===== src/rtl/sc_shiftcmd_ctrl.sv =====
// -----------------------------------------------------------------------------
// sc_shiftcmd_ctrl
//   Command stage in front of the saturating position shift register.
//   Turns two raw active-low push buttons into single-cycle shift commands,
//   adds auto-repeat while a button is held, and issues the one-cycle load
//   strobe carrying the initial position after reset or restart.
//
// Ports
//   SC_RegSHIFTER_P2_CLOCK_50      in   1          system clock, rising edge
//   SC_RegSHIFTER_P2_RESET_InHigh  in   1          asynchronous reset, active-high
//   SC_ShiftCMD_left_InLow         in   1          raw left button, active-low, async
//   SC_ShiftCMD_right_InLow        in   1          raw right button, active-low, async
//   SC_ShiftCMD_restart_InLow      in   1          synchronous restart, active-low, level
//   SC_ShiftCMD_load_OutLow        out  1          load strobe to shifter, active-low
//   SC_ShiftCMD_shiftselection_Out out  2          01 left, 10 right, 00 hold
//   SC_ShiftCMD_data_OutBUS        out  DATAWIDTH  value loaded by the strobe
// -----------------------------------------------------------------------------
module sc_shiftcmd_ctrl #(
  parameter int unsigned          DATAWIDTH       = 8,
  parameter logic [DATAWIDTH-1:0] INIT_VALUE      = {{(DATAWIDTH-1){1'b0}}, 1'b1},
  parameter int unsigned          DEBOUNCE_CYCLES = 250000,
  parameter int unsigned          REPEAT_DELAY    = 25000000,
  parameter int unsigned          REPEAT_PERIOD   = 10000000
) (
  input  logic                 SC_RegSHIFTER_P2_CLOCK_50,
  input  logic                 SC_RegSHIFTER_P2_RESET_InHigh,
  input  logic                 SC_ShiftCMD_left_InLow,
  input  logic                 SC_ShiftCMD_right_InLow,
  input  logic                 SC_ShiftCMD_restart_InLow,
  output logic                 SC_ShiftCMD_load_OutLow,
  output logic [1:0]           SC_ShiftCMD_shiftselection_Out,
  output logic [DATAWIDTH-1:0] SC_ShiftCMD_data_OutBUS
);

  localparam int unsigned DebW   = $clog2(DEBOUNCE_CYCLES);
  localparam int unsigned ArmW   = $clog2(DEBOUNCE_CYCLES + 1);
  localparam int unsigned RepMax = (REPEAT_DELAY > REPEAT_PERIOD) ? REPEAT_DELAY : REPEAT_PERIOD;
  localparam int unsigned RepW   = $clog2(RepMax);

  localparam logic [DebW-1:0] DebLast    = DebW'(DEBOUNCE_CYCLES - 1);
  localparam logic [ArmW-1:0] ArmFull    = ArmW'(DEBOUNCE_CYCLES);
  localparam logic [RepW-1:0] DelayLast  = RepW'(REPEAT_DELAY - 1);
  localparam logic [RepW-1:0] PeriodLast = RepW'(REPEAT_PERIOD - 1);

  localparam logic [1:0] SelHold  = 2'b00;
  localparam logic [1:0] SelLeft  = 2'b01;
  localparam logic [1:0] SelRight = 2'b10;

  typedef enum logic [1:0] {StInit, StIdle, StHold, StRepeat} stateT;

  // Button index 0 = left, 1 = right. All levels kept in raw polarity (1 = released).
  logic [1:0]           sync1Q, sync2Q;
  logic [1:0]           debQ, debD;
  logic [1:0][DebW-1:0] debCntQ, debCntD;
  logic [ArmW-1:0]      armCntQ, armCntD;
  logic                 armed;

  stateT           stateQ, stateD;
  logic            dirQ, dirD;      // 0 = left, 1 = right
  logic [RepW-1:0] repCntQ, repCntD;
  logic            loadQ, loadD;
  logic [1:0]      selQ, selD;

  logic leftP, rightP, dirP, oppP;
  logic [1:0] dirSel;

  // ---------------------------------------------------------------------------
  // Input path: synchronizers, debouncers, re-arm qualifier
  // ---------------------------------------------------------------------------
  always_ff @(posedge SC_RegSHIFTER_P2_CLOCK_50 or posedge SC_RegSHIFTER_P2_RESET_InHigh) begin
    if (SC_RegSHIFTER_P2_RESET_InHigh) begin
      sync1Q  <= 2'b11;
      sync2Q  <= 2'b11;
      debQ    <= 2'b11;
      debCntQ <= '0;
      armCntQ <= '0;
    end else begin
      sync1Q  <= {SC_ShiftCMD_right_InLow, SC_ShiftCMD_left_InLow};
      sync2Q  <= sync1Q;
      debQ    <= debD;
      debCntQ <= debCntD;
      armCntQ <= armCntD;
    end
  end

  always_comb begin
    debD    = debQ;
    debCntD = '0;
    for (int i = 0; i < 2; i++) begin
      if (sync2Q[i] != debQ[i]) begin
        // The level flips on the sample that would bring the count to DEBOUNCE_CYCLES.
        if (debCntQ[i] == DebLast) begin
          debD[i]    = sync2Q[i];
          debCntD[i] = '0;
        end else begin
          debCntD[i] = debCntQ[i] + 1'b1;
        end
      end
    end
  end

  // A new pulse is only allowed once both buttons have been seen released for a full
  // debounce window. Counting both synchronizer stages keeps the reset-forced "released"
  // sync values from arming the block while a button is physically still held; the
  // count holds (not clears) on raw noise so a debounced press still sees it armed.
  always_comb begin
    armCntD = armCntQ;
    if (debQ != 2'b11) begin
      armCntD = '0;
    end else if (sync1Q == 2'b11 && sync2Q == 2'b11 && armCntQ != ArmFull) begin
      armCntD = armCntQ + 1'b1;
    end
  end

  assign armed = (armCntQ == ArmFull);

  // ---------------------------------------------------------------------------
  // Command FSM
  // ---------------------------------------------------------------------------
  assign leftP  = ~debQ[0];
  assign rightP = ~debQ[1];
  assign dirP   = dirQ ? rightP : leftP;
  assign oppP   = dirQ ? leftP : rightP;
  assign dirSel = dirQ ? SelRight : SelLeft;

  always_ff @(posedge SC_RegSHIFTER_P2_CLOCK_50 or posedge SC_RegSHIFTER_P2_RESET_InHigh) begin
    if (SC_RegSHIFTER_P2_RESET_InHigh) begin
      stateQ  <= StInit;
      dirQ    <= 1'b0;
      repCntQ <= '0;
      loadQ   <= 1'b1;
      selQ    <= SelHold;
    end else begin
      stateQ  <= stateD;
      dirQ    <= dirD;
      repCntQ <= repCntD;
      loadQ   <= loadD;
      selQ    <= selD;
    end
  end

  always_comb begin
    stateD  = stateQ;
    dirD    = dirQ;
    repCntD = repCntQ;
    loadD   = 1'b1;
    selD    = SelHold;
    if (!SC_ShiftCMD_restart_InLow) begin
      // Restart performs the INIT load directly, once per cycle it is held low.
      loadD   = 1'b0;
      stateD  = StIdle;
      repCntD = '0;
    end else begin
      unique case (stateQ)
        StInit: begin
          loadD  = 1'b0;
          stateD = StIdle;
        end
        StIdle: begin
          if (armed && leftP && !rightP) begin
            selD    = SelLeft;
            dirD    = 1'b0;
            stateD  = StHold;
            repCntD = '0;
          end else if (armed && rightP && !leftP) begin
            selD    = SelRight;
            dirD    = 1'b1;
            stateD  = StHold;
            repCntD = '0;
          end
        end
        StHold: begin
          if (!dirP || oppP) begin
            stateD = StIdle;
          end else if (repCntQ == DelayLast) begin
            selD    = dirSel;
            stateD  = StRepeat;
            repCntD = '0;
          end else begin
            repCntD = repCntQ + 1'b1;
          end
        end
        StRepeat: begin
          if (!dirP || oppP) begin
            stateD = StIdle;
          end else if (repCntQ == PeriodLast) begin
            selD    = dirSel;
            repCntD = '0;
          end else begin
            repCntD = repCntQ + 1'b1;
          end
        end
        default: stateD = StInit;
      endcase
    end
  end

  assign SC_ShiftCMD_load_OutLow        = loadQ;
  assign SC_ShiftCMD_shiftselection_Out = selQ;
  // The load value never changes, so no register is needed to hold it.
  assign SC_ShiftCMD_data_OutBUS        = INIT_VALUE;

endmodule


===== config.mk =====
export PLATFORM = sky130hd
export DESIGN_NAME = sc_shiftcmd_ctrl
export DESIGN_NICKNAME = d
export VERILOG_FILES = /design/src/rtl/sc_shiftcmd_ctrl.sv
export SDC_FILE = /design/constraint.sdc
export NUM_CORES = 1
export LEC_CHECK = 0
export ABC_AREA = 1
export BUFFER_PORTS_ARGS = -buffer_cell sky130_fd_sc_hd__buf_2
export CORE_UTILIZATION = 57
export DETAILED_ROUTE_END_ITERATION = 10
export GPL_TIMING_DRIVEN = 0
export PLACE_DENSITY = 0.78
export SYNTH_ARGS = -nofsm -noshare
export SYNTH_HDL_FRONTEND = slang
export SYNTH_SLANG_ARGS = --single-unit

===== constraint.sdc =====
create_clock -name SC_RegSHIFTER_P2_CLOCK_50 -period 2.6 [get_ports SC_RegSHIFTER_P2_CLOCK_50]
set_input_delay 0.39 -clock SC_RegSHIFTER_P2_CLOCK_50 [delete_from_list [all_inputs] [get_ports SC_RegSHIFTER_P2_CLOCK_50]]
set_output_delay 0.39 -clock SC_RegSHIFTER_P2_CLOCK_50 [all_outputs]
set_load 0.03 [all_outputs]

==> results of run 1 <==
[placed cells by master (no fill, tap or decap), types with 10 or more instances in the layout]
master | netlist | routed
a21oi_1 | 22 | 22
buf_2 | 7 | 14
dfrtp_1 | 84 | 84
ha_1 | 10 | 10
inv_1 | 94 | 93
nand2_1 | 255 | 255
nand3_1 | 93 | 93
nand4_1 | 38 | 38
nor2_1 | 118 | 118
nor3_1 | 20 | 20
o21ai_0 | 28 | 28
xor2_1 | 25 | 25
[per-stage QoR]
step | setup slack [ns] | utilization, % | total power [W]
finish | 0.2303 | 64.25 | 0.003037
CTS | 0.2936 | 64.25 | 0.003058
detailed placement | 0.3168 | 62.32 | 0.002080
floorplan | 0.8884 | - | 0.001910
global placement | 0.2901 | 61.92 | 0.002059
global route | 0.05023 | 64.25 | 0.003159
[metal layers]
metal,global-route usage (%),share of wire [%],vias to the layer above
met5,0,0,-
met4,12.86,2.7,0
met3,4.198,6.1,38
met2,49.38,47,198
met1,38.00,44,2649
li1,-,-,2841
[power by group through the flow]
stage	clock (W)	combinational (W)	sequential, W
finish	0.000978	0.000567	0.00149
global route	0.00105	0.000617	0.00150
CTS	0.00100	0.000564	0.00149
detailed placement	0	0.000560	0.00152
global placement	0	0.000542	0.00152
floorplan	0	0.000388	0.00152
[cells by family after synthesis]
group                      count (synthesis)  share of synthesized area, %
other                                      2                        0.1265
AOI/OAI and AO/OA                         62                         5.649
adders and majority gates                 10                         2.108
DFF                                       91                         38.51
xor gates and xnor gates                  29                         4.279
and+or+nand+nor                          550                         40.30
buffers and inverters                    122                         9.022
[layout make-up]
class / count / area share (%)
Clock buffer: 10 / 1.995
Multi-Input combinational cell: 659 / 49.04
Tap cell: 133 / 2.602
Sequential cell: 91 / 35.74
Inverter: 96 / 5.771
Clock inverter: 5 / 1.017
Buffer: 26 / 2.660
Timing Repair Buffer: 9 / 1.174
[worst reg2reg max path: cells and delay by family (launching register included)]
kind          cells  cell delay (ns)
simple gates      8             1.04
flops             1             0.44
fa+ha+maj         1             0.42
buf+inv           2             0.36
[worst paths after layout]
path / startpoint / cells past startpoint / slack (ns) / endpoint
hold / removal: SC_RegSHIFTER_P2_RESET_InHigh / 2 / 0.06 / repCntQ[0]
setup reg to reg: repCntQ[0] / 11 / 0.23 / repCntQ[20]
setup / recovery: repCntQ[0] / 11 / 0.23 / repCntQ[20]
max in group asynchronous: SC_RegSHIFTER_P2_RESET_InHigh / 4 / 1.71 / debQ[1]
min in group SC_RegSHIFTER_P2_CLOCK_50: SC_ShiftCMD_left_InLow / 1 / 0.11 / sync1Q[0]
hold reg to reg: sync1Q[1] / 0 / 0.39 / sync2Q[1]
[registers in the layout (all words and copies together), names as in the netlist]
register and flops:
dirQ 1, stateQ 2, debCntQ 36, debQ 2
armCntQ 18, SC_ShiftCMD_shiftselection_Out 2, sync1Q 2, sync2Q 2
SC_ShiftCMD_load_OutLow 1, repCntQ 25
==> results.toml, run 1 <==
[logic_synthesis]
synth-edff-count = 0
async_reset_ff_share_pct = 100.0
synthCells = 866
synth_cell_type_count = 42
seq_area_frac_synth_pct = 38.51
synth_warnings = 0
synth-main-ff-cell = "dfrtp_1"
yosys.cell_count.top_type = "nand2_1"
yosys.area.top_type = "dfrtp_1"
synth_area_um2 = 5936
synth.top_cell.area_share_pct = 35.41
ys_top_cells_by_count = "255 x nand2_1, 118 x nor2_1, 94 x inv_1"
synthTopCellsByArea = "dfrtp_1 35%, nand2_1 16%, nand3_1 7.8%, nor2_1 7.5%, inv_1 5.9%"
avgSynthCellArea_um2 = 6.854
ys_ff_latch = 91

[placement]
place_area_um2 = 6203
port_buffers = 7
placed_cells = 1014
gp_congestion = 0.9592
hpwl_um = 11470

[clock_tree]
clk_pin_slew_worst_paths_ns = 0.09
clock-sinks = 91
ctsResizeCount = 0
cts_root_buf = "clkbuf_8"
post_cts_buffers = 0
htree_levels = 3
cts_hold_buf = 0
tritoncts = "built"
clock_latency_ns = 0.37
cts-buffers-inserted = 9
clock_path_buffers = 2

[floorplan]
die_y_um = 104.0
dieArea_um2 = 10830
pin_count = 16
initial_core_util_pct = 59.63
rows = 36
coreArea_um2 = 9955
die_width_um = 104.0

[setup_path]
slowest_delay_ns = 0.44
worst_setup_path_end_kind = "flop"
worstPathRequired_ns = 2.87
cp_num_buf_inv = 2
path_cells = "ha_1, inv_1, nor2_2, nand3_1, nor2_1, nand2_2, buf_6, nand4_1, nand2_1, nand3_1, nand2_1"
path_delay_family = "simple AND/OR/NAND/NOR gates"
cp_max_fo = 10
critPathLaunchType = "flop"
crit_path_top_delay_cell = "dfrtp_1"
critPathKind = "reg -> reg"
worstPathArrival_ns = 2.64

[global_route]
grt_use_total_pct = 29.47
grt_max_degree = 39
antenna_found_initial = 0
grt_overflow = 0
first_global_vias = 5505
grt_pass1_wl_um = 25580

[routing]
num_vias = 5726
drc = 0
wire_per_inst_um = 14.68
vias_per_cell = 5.565
dr.pass1.iters = 6
ant_nets = 0
drt_wl_total_um = 15110
initialDrtViolationCount = 377

[sta]
worst_pin_slew_ns = 0.6267
fin_crit_sh_pct = 91.14
relSlewSlack_pct = 57.84
post-route-min-period_ns = 2.370
rsz0062_at_grt = "false"
setup_viol_count_final = 0
hold_violations = 0
fmax_ghz = 0.4220
finClkSkew_ns = 0.009880
holdWs_ns = 0.05795
setup_tns_ns = 0
slew_violations = 0

[finish]
final_nets = 907
ff_latch_area_um2 = 2286
n_antenna_cell = 0
fillCellCount = 900
layout.cells.non_filler = 1029
syn2layout_area_growth_pct = 7.757
drive_above_1_share_pct = 7.031
finalInstanceArea_um2 = 6396
multi_input_area_um2 = 3137

[power]
switching_power_w = 0.0009673
p_clk_share_pct = 32.2
p_sw_share_pct = 31.85
powerDensity_nw_per_um2 = 474.8
combPwrFrac_pct = 18.7
p_leak_nw = 2.887
p_int_w = 0.002069
max-vdd-ir-drop_uv = 362.4
seq_power_share_pct = 49.1

[worst_hold_path]
hp-class = "in -> async"

[job]
cap_violations = 0

[outcome]
status = "complete, no violations"
Note: power is estimated with default switching activity, not from simulation.
==> run 2, diff against run 1 <==
CORE_UTILIZATION = 55   (was 57)
PLACE_DENSITY = unset   (was 0.78)
PLACE_DENSITY_LB_ADDON = 0.08   (was unset)
==> run 2 against run 1 <==
Against the previous run: register-to-register slack improved by 0.17 ns; count of clock-buffer cells in the layout grew 3; via count decreased by 1.4%.
==> results.toml, run 2 (synthesized netlist as in run 1, its figures left out) <==
[outcome]
status = "complete, no violations"

[sta]
rsz0062_at_grt = "false"
setup_tns_ns = 0
slew_violations = 0
post-route-min-period_ns = 2.201
fin_crit_sh_pct = 84.66
worst_pin_slew_ns = 0.6592
fmax_ghz = 0.4543
holdWs_ns = 0.06288
setup_ws_ns = 0.3989
finClkSkew_ns = 0.01442
hold_violations = 0
relSlewSlack_pct = 56.05
setup_viol_count_final = 0

[finish]
final_cell_mix = "255 x nand2_1, 118 x nor2_1, 93 x inv_1, 93 x nand3_1, 84 x dfrtp_1"
largest_register_ffs = 36
drive_above_1_share_pct = 7.023
largest_register = "debCntQ"
syn2layout_area_growth_pct = 7.631
utilization_pct = 61.33
mostFrequentLayoutCell = "nand2_1"
final_nets = 907
n_antenna_cell = 0
reg_top3 = "debCntQ: 36 flops, repCntQ: 25 flops, armCntQ: 18 flops"

[global_route]
grt_max_degree = 43
antenna_found_initial = 0
grt_overflow = 0
grt_use_total_pct = 28.08
first_global_vias = 5244
grt_pass1_wl_um = 24730

[clock_tree]
clk_pin_slew_worst_paths_ns = 0.09
clock_latency_ns = 0.39
htree_levels = 3
clock_path_buffers = 2
cts-buffers-inserted = 9
ctsResizeCount = 0
post_cts_buffers = 0
tritoncts = "built"
clock-sinks = 91
cts_root_buf = "clkbuf_8"
cts_hold_buf = 0

[setup_path]
crit_start = "repCntQ[0]"
worstPathRequired_ns = 2.89
worstPathArrival_ns = 2.49
cp_max_fo = 8
critPathLaunchType = "flop"
worst_setup_path_end_kind = "flop"
rr_startpoint = "repCntQ[0]"
critPathKind = "reg -> reg"

[power]
combPwrFrac_pct = 19.2
powerDensity_nw_per_um2 = 465.5
p_sw_share_pct = 31.94
p_clk_share_pct = 30.7
p_leak_nw = 2.891
switching_power_w = 0.0009497
seq_power_share_pct = 50.2
max-vdd-ir-drop_uv = 498.5
p_int_w = 0.002024
power_w = 0.002974

[routing]
wire_per_inst_um = 14.21
num_vias = 5645
ant_nets = 0
dr.pass1.iters = 5
vias_per_cell = 5.465
initialDrtViolationCount = 399
drt_wl_total_um = 14680
drc = 0

[placement]
port_buffers = 7
pre_cts_ws_ns = 0.4140
gp_congestion = 0.9296
hpwl_um = 10980

[floorplan]
dieArea_um2 = 11210
pin_count = 16
coreArea_um2 = 10420
initial_core_util_pct = 56.98
die_width_um = 105.9
die_y_um = 105.9
rows = 37

[job]
cap_violations = 0

[worst_hold_path]
hp-class = "in -> async"
## run 2: layer usage
metal	share of wire [%]	track usage [%]	vias to the layer above
met1	45	36.88	2615
li1	-	-	2836
met4	2.8	11.31	0
met5	0	0	-
met3	5.6	5.009	33
met2	47	45.85	161
## run 2: power groups by stage
stage,logic (W),clock network [W],registers (W)
final,0.000570,0.000912,0.00149
after global routing,0.000628,0.000977,0.00150
after CTS,0.000572,0.000935,0.00149
after detailed placement,0.000570,0,0.00152
after global placement,0.000548,0,0.00152
after floorplan,0.000388,0,0.00152
## run 2: metrics by stage
step | cells | cell area, µm²
final | 1033 | 6389
after global routing | 1033 | 6389
after CTS | 1033 | 6389
after detailed placement | 1017 | 6207
after global placement | 1015 | 6167
after floorplan | 872 | 5962
## run 2: final cells by class
cell class                 count  area, µm²
fill                         958       4028
timing repair buffer           9      75.07
clock inverter                 3      22.52
clock buffer                  13      158.9
multi-input combinational    659       3137
inverter                      96      369.1
buffer                        26      170.2
sequential                    91       2286
tap                          136      170.2
## run 2: path summary, 6_finish.rpt
kind	end	slack [ns]	cells after the start
max	stateQ[1]	0.40	9
min	armCntQ[10]	0.06	2
min in group SC_RegSHIFTER_P2_CLOCK_50	sync1Q[0]	0.10	1
max in group asynchronous	sync1Q[1]	1.89	3
max reg2reg	stateQ[1]	0.40	9
min reg2reg	sync2Q[1]	0.37	0
## run 2: critical path, cell delays in order (launching register included)
cell	delay (ns)
dfrtp_1	0.46
ha_1	0.34
inv_1	0.13
nor2_2	0.26
nand3_1	0.13
nor2_1	0.14
nand2_2	0.16
nand4_1	0.11
nand3_1	0.15
o21ai_0	0.23
==> run 3, diff against run 2 <==
clock period = 2 ns   (was 2.6 ns; I/O delays follow)
==> run 3 against run 2 <==
Against the previous run: non-clock buffer count rose by 6; core utilization rose by 1.2 points; hold slack improved by 0.21 ns; clock skew fell by 0.00068 ns; largest power group unchanged.
==> results.toml, run 3 (synthesized netlist as in run 1, its figures left out) <==
[outcome]
status = "complete, no violations"

[global_route]
grt_overflow = 0
first_global_vias = 5276
grt_use_total_pct = 28.15
antenna_found_initial = 0
grt_pass1_wl_um = 24790
grt_max_degree = 43

[setup_path]
worstPathArrival_ns = 2.16
worstPathRequired_ns = 2.30
critPathKind = "reg -> reg"
worst_setup_path_end_kind = "flop"
slowest_delay_ns = 0.43
path_cells = "inv_2, ha_1, nand3_1, nor2_4, nand2_1, nand2_1, nand2_1, inv_1, nand2_1, o31ai_1"
cp_common_cell = "nand2_1"
crit_path_top_delay_cell = "dfrtp_1"
ff2ff_setup_slack_ns = 0.14
cp_max_fo = 9
critPathLaunchType = "flop"

[sta]
hold_violations = 0
rsz0062_at_grt = "true"
post-route-min-period_ns = 1.856
slew_violations = 0
fin_crit_sh_pct = 92.82
setup_tns_ns = 0
fmax_ghz = 0.5387
relSlewSlack_pct = 55.64
holdWs_ns = 0.2712
finClkSkew_ns = 0.01375
worst_pin_slew_ns = 0.6654
setup_viol_count_final = 0

[clock_tree]
clock-sinks = 91
clk_pin_slew_worst_paths_ns = 0.09
clock_path_buffers = 2
cts-buffers-inserted = 9
tritoncts = "built"
cts_root_buf = "clkbuf_8"
htree_levels = 3
clock_latency_ns = 0.39

[floorplan]
die_width_um = 105.9
coreArea_um2 = 10420
rows = 37
die_y_um = 105.9
dieArea_um2 = 11210
initial_core_util_pct = 56.98
pin_count = 16

[finish]
final_cell_mix = "255 x nand2_1, 115 x nor2_1, 92 x inv_1"
fillCellCount = 950
layout.cells.non_filler = 1039
n_antenna_cell = 0
final_nets = 913
mostFrequentLayoutCell = "nand2_1"
drive_above_1_share_pct = 8.749
finalInstanceArea_um2 = 6514
reg_top3 = "debCntQ: 36 flops, repCntQ: 25 flops, armCntQ: 18 flops"
largest_register_ffs = 36
syn2layout_area_growth_pct = 9.739
largest_register = "debCntQ"

[placement]
gp_congestion = 0.9296
place_area_um2 = 6207
port_buffers = 7
hpwl_um = 10980
placed_cells = 1017

[routing]
initialDrtViolationCount = 408
vias_per_cell = 5.449
drc = 0
dr.pass1.iters = 5
ant_nets = 0
drt_wl_total_um = 14750
num_vias = 5662
wire_per_inst_um = 14.20

[job]
cap_violations = 0

[worst_hold_path]
hp-class = "in -> reg"

[power]
powerDensity_nw_per_um2 = 601.0
p_leak_nw = 2.931
max-vdd-ir-drop_uv = 681.9
## run 3: final timing paths
check | from | endpoint | cells past startpoint
max | armCntQ[0] | armCntQ[14] | 10
min | SC_ShiftCMD_restart_InLow | dirQ | 3
max reg2reg | armCntQ[0] | armCntQ[14] | 10
min reg2reg | sync1Q[1] | sync2Q[1] | 0
max in group asynchronous | SC_RegSHIFTER_P2_RESET_InHigh | sync1Q[1] | 4
min in group asynchronous | SC_RegSHIFTER_P2_RESET_InHigh | repCntQ[7] | 3
## run 3: repair_timing
action / in CTS / in global routing
hold buffers: 3 / 0
endpoints found under the hold margin: 24 / 0
gates resized for setup: 6 / 19
pin swaps: 0 / 2
setup endpoints to repair: 26 / 45
buffers inserted: 0 / 3
## run 3: worst max-delay path, delay by kind of cell, from the launching register on
family | cells | cell delay (ns)
and+or+nand+nor | 6 | 0.84
adders and majority gates | 1 | 0.16
DFF | 1 | 0.43
AOI/OAI and AO/OA | 1 | 0.07
buffers and inverters | 2 | 0.27
## run 3: stage by stage
stage | total power (W) | setup WS [ns] | util [%]
after global routing | 0.004090 | -0.02334 | 62.53
after floorplan | 0.002483 | 0.2884 | -
after CTS | 0.003908 | 0.001315 | 61.74
after detailed placement | 0.002716 | -0.1860 | 59.59
final | 0.003915 | 0.1437 | 62.53
after global placement | 0.002684 | -0.1288 | 59.21
## run 3: metal layers
metal | wire length [µm] | GRT usage, % | part of all wire [%]
met1 | 6500 | 36.82 | 44
met2 | 6988 | 46.03 | 47
met3 | 869 | 5.009 | 5.9
met4 | 394 | 11.51 | 2.7
met5 | 0 | 0 | 0
## run 3: cell type report
class | instances | area, µm² | share of cell area, %
multi-input combinational | 659 | 3201 | 49.14
sequential | 91 | 2287 | 35.11
inverter | 96 | 369.1 | 5.667
buffer | 26 | 177.7 | 2.728
tap | 136 | 170.2 | 2.612
clock buffer | 13 | 158.9 | 2.439
timing repair buffer | 15 | 127.6 | 1.959
clock inverter | 3 | 22.52 | 0.3458
## run 3: report_power, final
part	switching [W]	internal [W]
logic	0.000539	0.000252
registers	0.0000510	0.00189
clock network	0.000656	0.000525
